`src/rtl/seg7_pkg.sv`:
```
// Shared seven-segment definitions: active-low a..g patterns ({a,b,c,d,e,f,g}, a = bit 6)
// and the pattern-to-nibble decode used by both the scan driver and the capture side.
package seg7_pkg;

  localparam int SEG_W  = 7;
  localparam int DIGITS = 8;

  localparam logic [SEG_W-1:0] SEG_0     = 7'h01;
  localparam logic [SEG_W-1:0] SEG_1     = 7'h4F;
  localparam logic [SEG_W-1:0] SEG_2     = 7'h12;
  localparam logic [SEG_W-1:0] SEG_3     = 7'h06;
  localparam logic [SEG_W-1:0] SEG_4     = 7'h4C;
  localparam logic [SEG_W-1:0] SEG_5     = 7'h24;
  localparam logic [SEG_W-1:0] SEG_6     = 7'h20;
  localparam logic [SEG_W-1:0] SEG_7     = 7'h0F;
  localparam logic [SEG_W-1:0] SEG_8     = 7'h00;
  localparam logic [SEG_W-1:0] SEG_9     = 7'h04;
  localparam logic [SEG_W-1:0] SEG_A     = 7'h08;
  localparam logic [SEG_W-1:0] SEG_B     = 7'h60;
  localparam logic [SEG_W-1:0] SEG_C     = 7'h31;
  localparam logic [SEG_W-1:0] SEG_D     = 7'h42;
  localparam logic [SEG_W-1:0] SEG_E     = 7'h30;
  localparam logic [SEG_W-1:0] SEG_F     = 7'h38;
  localparam logic [SEG_W-1:0] SEG_BLANK = 7'h7F;

  typedef struct packed {
    logic       hit;
    logic       blank;
    logic [3:0] nib;
  } seg_dec_t;

  function automatic seg_dec_t seg7_decode_fn(input logic [SEG_W-1:0] pat);
    seg_dec_t d;
    d     = '0;
    d.hit = 1'b1;
    case (pat)
      SEG_0:     d.nib = 4'h0;
      SEG_1:     d.nib = 4'h1;
      SEG_2:     d.nib = 4'h2;
      SEG_3:     d.nib = 4'h3;
      SEG_4:     d.nib = 4'h4;
      SEG_5:     d.nib = 4'h5;
      SEG_6:     d.nib = 4'h6;
      SEG_7:     d.nib = 4'h7;
      SEG_8:     d.nib = 4'h8;
      SEG_9:     d.nib = 4'h9;
      SEG_A:     d.nib = 4'hA;
      SEG_B:     d.nib = 4'hB;
      SEG_C:     d.nib = 4'hC;
      SEG_D:     d.nib = 4'hD;
      SEG_E:     d.nib = 4'hE;
      SEG_F:     d.nib = 4'hF;
      SEG_BLANK: begin
        d.hit   = 1'b0;
        d.blank = 1'b1;
      end
      default:   d.hit = 1'b0;
    endcase
    return d;
  endfunction

endpackage

```
`src/rtl/seg7_decode.sv`:
```
// Combinational decode of one active-low segment pattern to a hex nibble.
// Zero latency; hit = table match, blank = all segments off, neither = undecodable.
module seg7_decode
  import seg7_pkg::*;
(
  input  logic [SEG_W-1:0] pat,
  output logic [3:0]       nib,
  output logic             hit,
  output logic             blank
);

  seg_dec_t dec;

  always_comb begin
    dec   = seg7_decode_fn(pat);
    nib   = dec.nib;
    hit   = dec.hit;
    blank = dec.blank;
  end

endmodule

```
`src/rtl/seg7_scan_capture.sv`:
```
// Passive capture of a multiplexed 7-segment scan: glitch filter, decode, 8-digit hold.
// Latch at the STABLE_CYCLES-th stable edge, outputs/pulses visible after it; no back-pressure.
module seg7_scan_capture
  import seg7_pkg::*;
#(
  parameter int STABLE_CYCLES = 4
) (
  input  logic                Clk,
  input  logic                Reset_n,
  input  logic [SEG_W-1:0]    out7,
  input  logic [DIGITS-1:0]   en_out,
  input  logic                clear,
  output logic [4*DIGITS-1:0] digits,
  output logic [DIGITS-1:0]   digit_valid,
  output logic                frame_done,
  output logic                bad_pattern,
  output logic [7:0]          bad_count
);

  localparam logic [3:0] RUN_MAX  = 4'(STABLE_CYCLES);
  localparam logic [3:0] RUN_FIRE = 4'(STABLE_CYCLES - 1);

  logic [SEG_W-1:0]  samp_seg;
  logic [DIGITS-1:0] samp_en;
  logic [3:0]        run_cnt;
  logic [3:0]        run_nxt;
  logic [DIGITS-1:0] seen;
  logic [DIGITS-1:0] seen_nxt;
  logic              sel_vld;
  logic [2:0]        sel_idx;
  logic              same;
  logic              latch;
  logic              frame_hit;
  logic [3:0]        dec_nib;
  logic              dec_hit;
  logic              dec_blank;

  seg7_decode u_decode (
    .pat   (out7),
    .nib   (dec_nib),
    .hit   (dec_hit),
    .blank (dec_blank)
  );

  always_comb begin
    sel_idx = '0;
    for (int i = 0; i < DIGITS; i++) begin
      if (!en_out[i]) sel_idx = 3'(i);
    end
    sel_vld = ($countones(~en_out) == 1);
    same    = (out7 == samp_seg) && (en_out == samp_en);

    // Run saturates at RUN_MAX so a long dwell can never re-fire.
    if (!sel_vld)               run_nxt = '0;
    else if (!same)             run_nxt = 4'd1;
    else if (run_cnt == RUN_MAX) run_nxt = run_cnt;
    else                        run_nxt = run_cnt + 4'd1;

    latch = sel_vld && same && (run_cnt == RUN_FIRE);

    seen_nxt = seen;
    if (latch && (dec_hit || dec_blank)) seen_nxt[sel_idx] = 1'b1;
    frame_hit = latch && (seen_nxt == '1);
  end

  always_ff @(posedge Clk) begin
    if (!Reset_n) begin
      samp_seg    <= SEG_BLANK;
      samp_en     <= '1;
      run_cnt     <= '0;
      seen        <= '0;
      digits      <= '0;
      digit_valid <= '0;
      frame_done  <= 1'b0;
      bad_pattern <= 1'b0;
      bad_count   <= '0;
    end else begin
      samp_seg    <= out7;
      samp_en     <= en_out;
      frame_done  <= 1'b0;
      bad_pattern <= 1'b0;
      if (clear) begin
        run_cnt     <= '0;
        seen        <= '0;
        digits      <= '0;
        digit_valid <= '0;
        bad_count   <= '0;
      end else begin
        run_cnt <= run_nxt;
        if (latch) begin
          if (dec_hit) begin
            digits[{sel_idx, 2'b00} +: 4] <= dec_nib;
            digit_valid[sel_idx]          <= 1'b1;
          end else if (dec_blank) begin
            digit_valid[sel_idx] <= 1'b0;
          end else begin
            bad_pattern <= 1'b1;
            if (bad_count != 8'hFF) bad_count <= bad_count + 8'd1;
          end
          seen       <= frame_hit ? '0 : seen_nxt;
          frame_done <= frame_hit;
        end
      end
    end
  end

endmodule

```
`config.mk`:
```
export PLATFORM = sky130hd
export DESIGN_NAME = seg7_scan_capture
export DESIGN_NICKNAME = d
export VERILOG_FILES = /design/src/rtl/seg7_pkg.sv /design/src/rtl/seg7_decode.sv /design/src/rtl/seg7_scan_capture.sv
export SDC_FILE = /design/constraint.sdc
export NUM_CORES = 1
export LEC_CHECK = 0
export CELL_PAD_IN_SITES_DETAIL_PLACEMENT = 0
export CELL_PAD_IN_SITES_GLOBAL_PLACEMENT = 1
export CORE_UTILIZATION = 35
export CTS_CLUSTER_SIZE = 30
export DETAILED_ROUTE_END_ITERATION = 16
export PLACE_DENSITY_LB_ADDON = 0.1
export SYNTH_ARGS = -nofsm -noshare
export SYNTH_HDL_FRONTEND = slang
export SYNTH_SLANG_ARGS = --single-unit
export TNS_END_PERCENT = 1
```
`constraint.sdc`:
```
create_clock -name Clk -period 5.99 [get_ports Clk]
set_clock_uncertainty 0.05 [all_clocks]
set_input_delay 0.8985 -clock Clk [delete_from_list [all_inputs] [get_ports Clk]]
set_output_delay 0.8985 -clock Clk [all_outputs]
set_load 0.005 [all_outputs]
```
Word-level counts from Yosys, hierarchy flattened:

Index checks and enable logic that the tools add are counted.

* register bits after elaboration: 77
* input port bits: 18
* output and inout port bits: 50
* logic and storage cells: 97

* add/subtract/negate cells: 10
* order comparisons: 2
* equality and inequality tests: 24
* shift operators: 2
* muxes and demuxes: 20
* bitwise gates (word level): 11
* reductions and logical operators: 18

Operators with widths (count)
* $pmux 4 s15: 1
* $eq 7x6->1 const B: 5
* $eq 7x7->1 const B: 5
* $bwmux 32: 1
* $mux 8: 4
* $shift 4x7->32 const A: 1
* $shiftx 4x7->32: 1
* $mux 3: 6
* $not 8->8: 2
* $or 8x8->8: 2
* $reduce_or 16->1: 1
* $eq 7x3->1 const B: 2
* $eq 7x4->1 const B: 2
* $add 1x1->2: 4
* $add 8x1->8 const B: 1
* $and 8x8->8: 1
* $eq 8x8->1: 1
* $eq 8x8->1 const B: 1
* $ne 8x8->1 const B: 1
* $reduce_or 4->1: 2
* $eq 7x1->1 const B: 1
* $eq 7x5->1 const B: 1
* $eq 7x7->1: 1
* $logic_not 7->1: 1
* 20 further kinds: 39

Longest topological paths before layout:

* word-level depth: 16
* depth in mapped cells: 16
* gate-level depth less buffers: 15

Hierarchy:

A second synthesis with hierarchy kept.

* cells, all modules: 451
* area, all modules: 3866.2 µm²

By module, submodules not included
* seg7_scan_capture: instances 1, cells an instance 397, area each 3532.1 µm², seq. area each 1541.5 µm²
* seg7_decode: instances 1, cells an instance 54, area each 334.1 µm², seq. area each 0.0 µm²

Worst setup path after synthesis:

Ideal clock, no wire load.

* path kind: input to register
* start: in en_out[0]
* end: reg seen[1]
* library setup time: 115 ps
* data arrival time: 4566 ps
* data required time: 5825 ps
* path slack: 1259 ps
* cell stages on the path: 16
* buffers on the path: 1
* cell sequence: fa_1 inv_1 fa_1 fa_1 ha_1 inv_1 fa_1 nor3b_1 a21oi_1 nor3_1 nand3_2 buf_6 a211o_1 a22oi_2 a41oi_4 and2_1

* longest elaborated chain between the ends: 12
* elaborated cells between the ends (all ways): 14
* those cells by class: add/sub: 3; eq/ne: 3; mux: 2; bitwise: 1; reduce/logical: 5

Ends and longest elaborated chain
* from (decl): line seg7_scan_capture.sv:11 `input logic [DIGITS-1:0] en_out,`
* $not 8->8: line seg7_scan_capture.sv:50 `sel_vld = ($countones(~en_out) == 1);`
* $add 1x1->2 (implied by the code): line seg7_scan_capture.sv:50
* $add 2x2->3 (implied by the code): line seg7_scan_capture.sv:50
* $add 3x3->4 (implied by the code): line seg7_scan_capture.sv:50
* $eq 4x1->1: line seg7_scan_capture.sv:50
* $logic_and 1x1->1 (*) (2 in series): line seg7_scan_capture.sv:59 `latch = sel_vld && same && (run_cnt == RUN_FIRE);`
* $logic_and 1x1->1: line seg7_scan_capture.sv:62 `if (latch && (dec_hit || dec_blank)) seen_nxt[sel_idx] = 1'b1;`
* $mux 8: line seg7_scan_capture.sv:62
* $eq 8x8->1: line seg7_scan_capture.sv:63 `frame_hit = latch && (seen_nxt == '1);`
* $logic_and 1x1->1: line seg7_scan_capture.sv:63
* $mux 8: line seg7_scan_capture.sv:100 `seen <= frame_hit ? '0 : seen_nxt;`
* to (signal assigned): line seg7_scan_capture.sv:100
* to (decl): line seg7_scan_capture.sv:27 `logic [DIGITS-1:0] seen;`

Every way passes the cells marked *; elsewhere a longest branch is shown, timed or not.
A chain may end at the register's enable or synchronous reset.

Worst setup path in the final report:

* start: in en_out[3]
* end: reg digits[14]

* longest elaborated chain between the ends: 8
* elaborated cells between the ends (all ways): 19
* those cells by class: add/sub: 4; eq/ne: 2; shift: 2; mux: 6; bitwise: 1; reduce/logical: 4

Ends and longest elaborated chain
* $mux 3 or $not 8->8 (tied branches): line seg7_scan_capture.sv:48, seg7_scan_capture.sv:50
* $mux 3 or $add 1x1->2 (tied branches): line seg7_scan_capture.sv:48, seg7_scan_capture.sv:50
* $mux 3 or $add 2x2->3 (tied branches): line seg7_scan_capture.sv:48, seg7_scan_capture.sv:50
* $mux 3 or $add 3x3->4 (tied branches): line seg7_scan_capture.sv:48, seg7_scan_capture.sv:50
* $mux 3 or $eq 4x1->1 (tied branches): line seg7_scan_capture.sv:48, seg7_scan_capture.sv:50
* $neg 5->7 or $logic_and 1x1->1 (tied branches): line seg7_scan_capture.sv:92, seg7_scan_capture.sv:59
* $shiftx 4x7->32 (tied with other cells): line seg7_scan_capture.sv:92 `digits[{sel_idx, 2'b00} +: 4] <= dec_nib;`
* $bwmux 32 or $reduce_and 2->1 (tied branches)
* to (signal, indexed assignment): line seg7_scan_capture.sv:92
* to (decl): line seg7_scan_capture.sv:13 `output logic [4*DIGITS-1:0] digits,`

Parallel ways exist; a longest one is shown, timed or not.

==> run summary <==
CTS Hold Bufs: 0
I/O Pins: 68
Hold Crit Class: reg2reg
P&R area growth vs syn: 25.49%
post-CTS resize count: 0
drt via density: 5.003
final count of negative-setup-slack endpoints: 0
die extent in y: 106.8 um
Slew @ Worst Pin: 1092 ps
DRT Pass-1 Iters: 4
Lkg Pwr: 1.863 nW
Post-Syn Nets: 447
Primary FF master, synth: dfxtp_1
Clock Latency Late Sink: 350 ps
Fin Setup TNS: 0 ps
worst reg-to-reg path cell count: 8
Slew Limit Fails: 0
flops & latches, synth: 77
final wirelength: 9.073 mm
Max-Cap Viols: 0
clock slew at reported path FFs: 80 ps
initial antenna violation count: 0
Final GP Congestion: 0.8265
TritonCTS clock tree: built
worst-path fanout max: 10
GRT Total Usage: 0.1694
hold_sp: digits[13]$_SDFFE_PP0P_
Cell Pwr Density: 230.0 nW/um^2
synth warn: 0
core area: 10,460 sq um
Worst Hold Depth: 2
global-route wire length before repair: 15.12 mm
Post-synth EDFFs: 0
syn_area_per_cell: 9.217 sq um
outcome: complete, no violations
CTS Buffer Depth: 2
Finished Layout Cells: 617
Post-Syn Area: 3844 sq um
Final ANT Viol Nets: 0
minimum clock period: 5321 ps
total number of vias: 3,087
cell row count: 37
Peak VDD IR: 0.1255 mV
post-synth cell types: 63
Hold Path End: digits[13]$_SDFFE_PP0P_
cells after synthesis: 417
Worst setup SP type: primary input
TritonCTS Buffers: 9
RSZ-0062 raised after global routing: false
ANT cells: 0
Slew Limit Headroom: 0.2721
DRT iter0 DRCs: 65
kind of end point of the critical path: flip-flop
commonest non-fill, non-tap cell in the layout: dfxtp_1
Fill cells: 1,052
post-route setup slack: 669.2 ps
Final Core Density: 0.4610
# Post-CTS Setup Buffers: 0
Final period util: 0.8883
die width: 106.8 um
Detailed Place HPWL: 6.452 mm
commonest non-fill, non-tap cells in the layout: 77 x dfxtp_1, 67 x clkdlybuf4s50_1, 62 x nor2_1
endpoints failing hold: 0
CTS root buffer: clkbuf_8
fmax: 187.9 MHz
WP data required: 6210 ps
number of global-route vias before repair: 2,853
DR DRC count: 0
share of cells above drive strength 1: 0.08316
CP arrival: 5540 ps
Initial Utilization: 0.3674
CP Class: in2reg
post-synthesis async set-or-reset flop share: 0
nets@finish: 507
Cells after DPL: 602
Reg-to-Reg Start: samp_en[5]$_SDFF_PN1_
sequential fraction of the synthesis area: 0.4010
dpl ws: 271.7 ps
Avg WL per Cell: 14.71 um
Buffers on Ports: 67
global route overflow: 0
clock sink total: 77
Die Area: 11,410 sq um
largest net degree at the start of global routing: 52
FF-to-FF setup slack: 3430 ps
reg2reg end: digits[14]$_SDFFE_PP0P_
H-tree levels: 3
-- where the power goes --
part           internal, W  leakage (nW)  switching [W]  total, W
sequential        0.000517         0.624     0.00000264  0.000520
combinational    0.0000461          1.12      0.0000678  0.000114
clock             0.000275         0.119       0.000200  0.000476
-- cell type report --
class                   instances  area (sq um)  share of cell area
repair buffers                 70         693.2              0.1437
inverters                      18         67.56             0.01401
clock inverters                 6         112.6             0.02335
flip-flops and latches         77          1541              0.3196
clock buffers                   9         123.9             0.02568
well taps                     136         170.2             0.03528
multi-input cells             301          2115              0.4384
-- routing by layer --
metal  vias to the layer above  share of wire  global-route usage
met1                      1458           0.50              0.2435
li1                       1567              -                   -
met2                        50           0.44              0.2447
met4                         0          0.013             0.05284
met5                         -              0                   0
met3                        12          0.046             0.04498
-- through the flow --
step / power [W] / cell area (sq um) / hold WS (ps)
floorplan: 0.0006137 / 3844 / 391.3
global placement: 0.0006456 / 4587 / 402.8
detailed placement: 0.0006480 / 4587 / 405.2
CTS: 0.001127 / 4823 / 425.9
global route: 0.001165 / 4823 / 434.5
finish: 0.001110 / 4823 / 418.4
-- worst max-delay path by stage --
stage,startpoint,end,slack [ps],cells past startpoint
CTS,en_out[3],digits[14]$_SDFFE_PP0P_,650,16
detailed placement,en_out[3],digits[14]$_SDFFE_PP0P_,270,16
global placement,en_out[3],digits[15]$_SDFFE_PP0P_,420,16
finish,en_out[3],digits[14]$_SDFFE_PP0P_,670,16
global route,en_out[3],digits[14]$_SDFFE_PP0P_,280,16
floorplan,en_out[0],seen[1]$_SDFFE_PP0P_,1260,16
-- kinds of logic (layout without fill, tap and decap cells) --
group,count (synthesis),count (layout),synth area share
compound gates,48,48,0.09798
simple gates,183,183,0.2611
flops,77,77,0.4010
fa+ha+maj,12,12,0.04688
xor+xnor,24,24,0.05469
mux,34,34,0.08887
buf+inv,39,103,0.04948
-- worst max-delay path, stage by stage --
cell             delay (ps)
clkdlybuf4s50_1         600
fa_1                    460
inv_1                    80
fa_1                    420
fa_1                    490
ha_1                    150
inv_1                    50
fa_1                    370
nor3b_1                 180
a21oi_1                 100
nor3_1                  230
nand3_2                 240
nor2_2                  380
nand4b_1                300
or3b_1                  420
a21oi_1                 150
-- synth_stat cells (2+ instances only) --
cell / n / area share
o21a_1: 4 / 0.0078
fa_1: 4 / 0.021
xor2_1: 9 / 0.021
buf_4: 2 / 0.0039
a21oi_1: 14 / 0.018
nor3b_1: 8 / 0.016
nor2b_1: 5 / 0.0081
a211oi_1: 2 / 0.0039
xnor2_1: 15 / 0.034
nand3b_1: 4 / 0.0078
nor3_1: 11 / 0.014
or2_2: 2 / 0.0033
nor2_1: 62 / 0.061
a211o_1: 3 / 0.0068
and3_1: 5 / 0.0081
mux2i_1: 33 / 0.086
nand4_1: 11 / 0.018
nand3_2: 2 / 0.0052
buf_2: 5 / 0.0065
or3b_1: 2 / 0.0046
o21ai_0: 3 / 0.0039
inv_1: 17 / 0.017
dfxtp_1: 77 / 0.40
and2_1: 3 / 0.0049
o221ai_1: 2 / 0.0046
nand2_1: 26 / 0.025
o41ai_1: 3 / 0.0068
or3_1: 3 / 0.0049
clkbuf_1: 10 / 0.0098
ha_1: 8 / 0.026
nor2_2: 2 / 0.0033
and3b_1: 2 / 0.0046
buf_6: 4 / 0.012
a31oi_1: 2 / 0.0033
o21ai_1: 2 / 0.0026
nor4_1: 2 / 0.0033
nand2b_1: 11 / 0.018
nand3_1: 8 / 0.010
a22oi_1: 2 / 0.0039
nand4b_1: 4 / 0.0091
(Power assumes the default switching activity.)
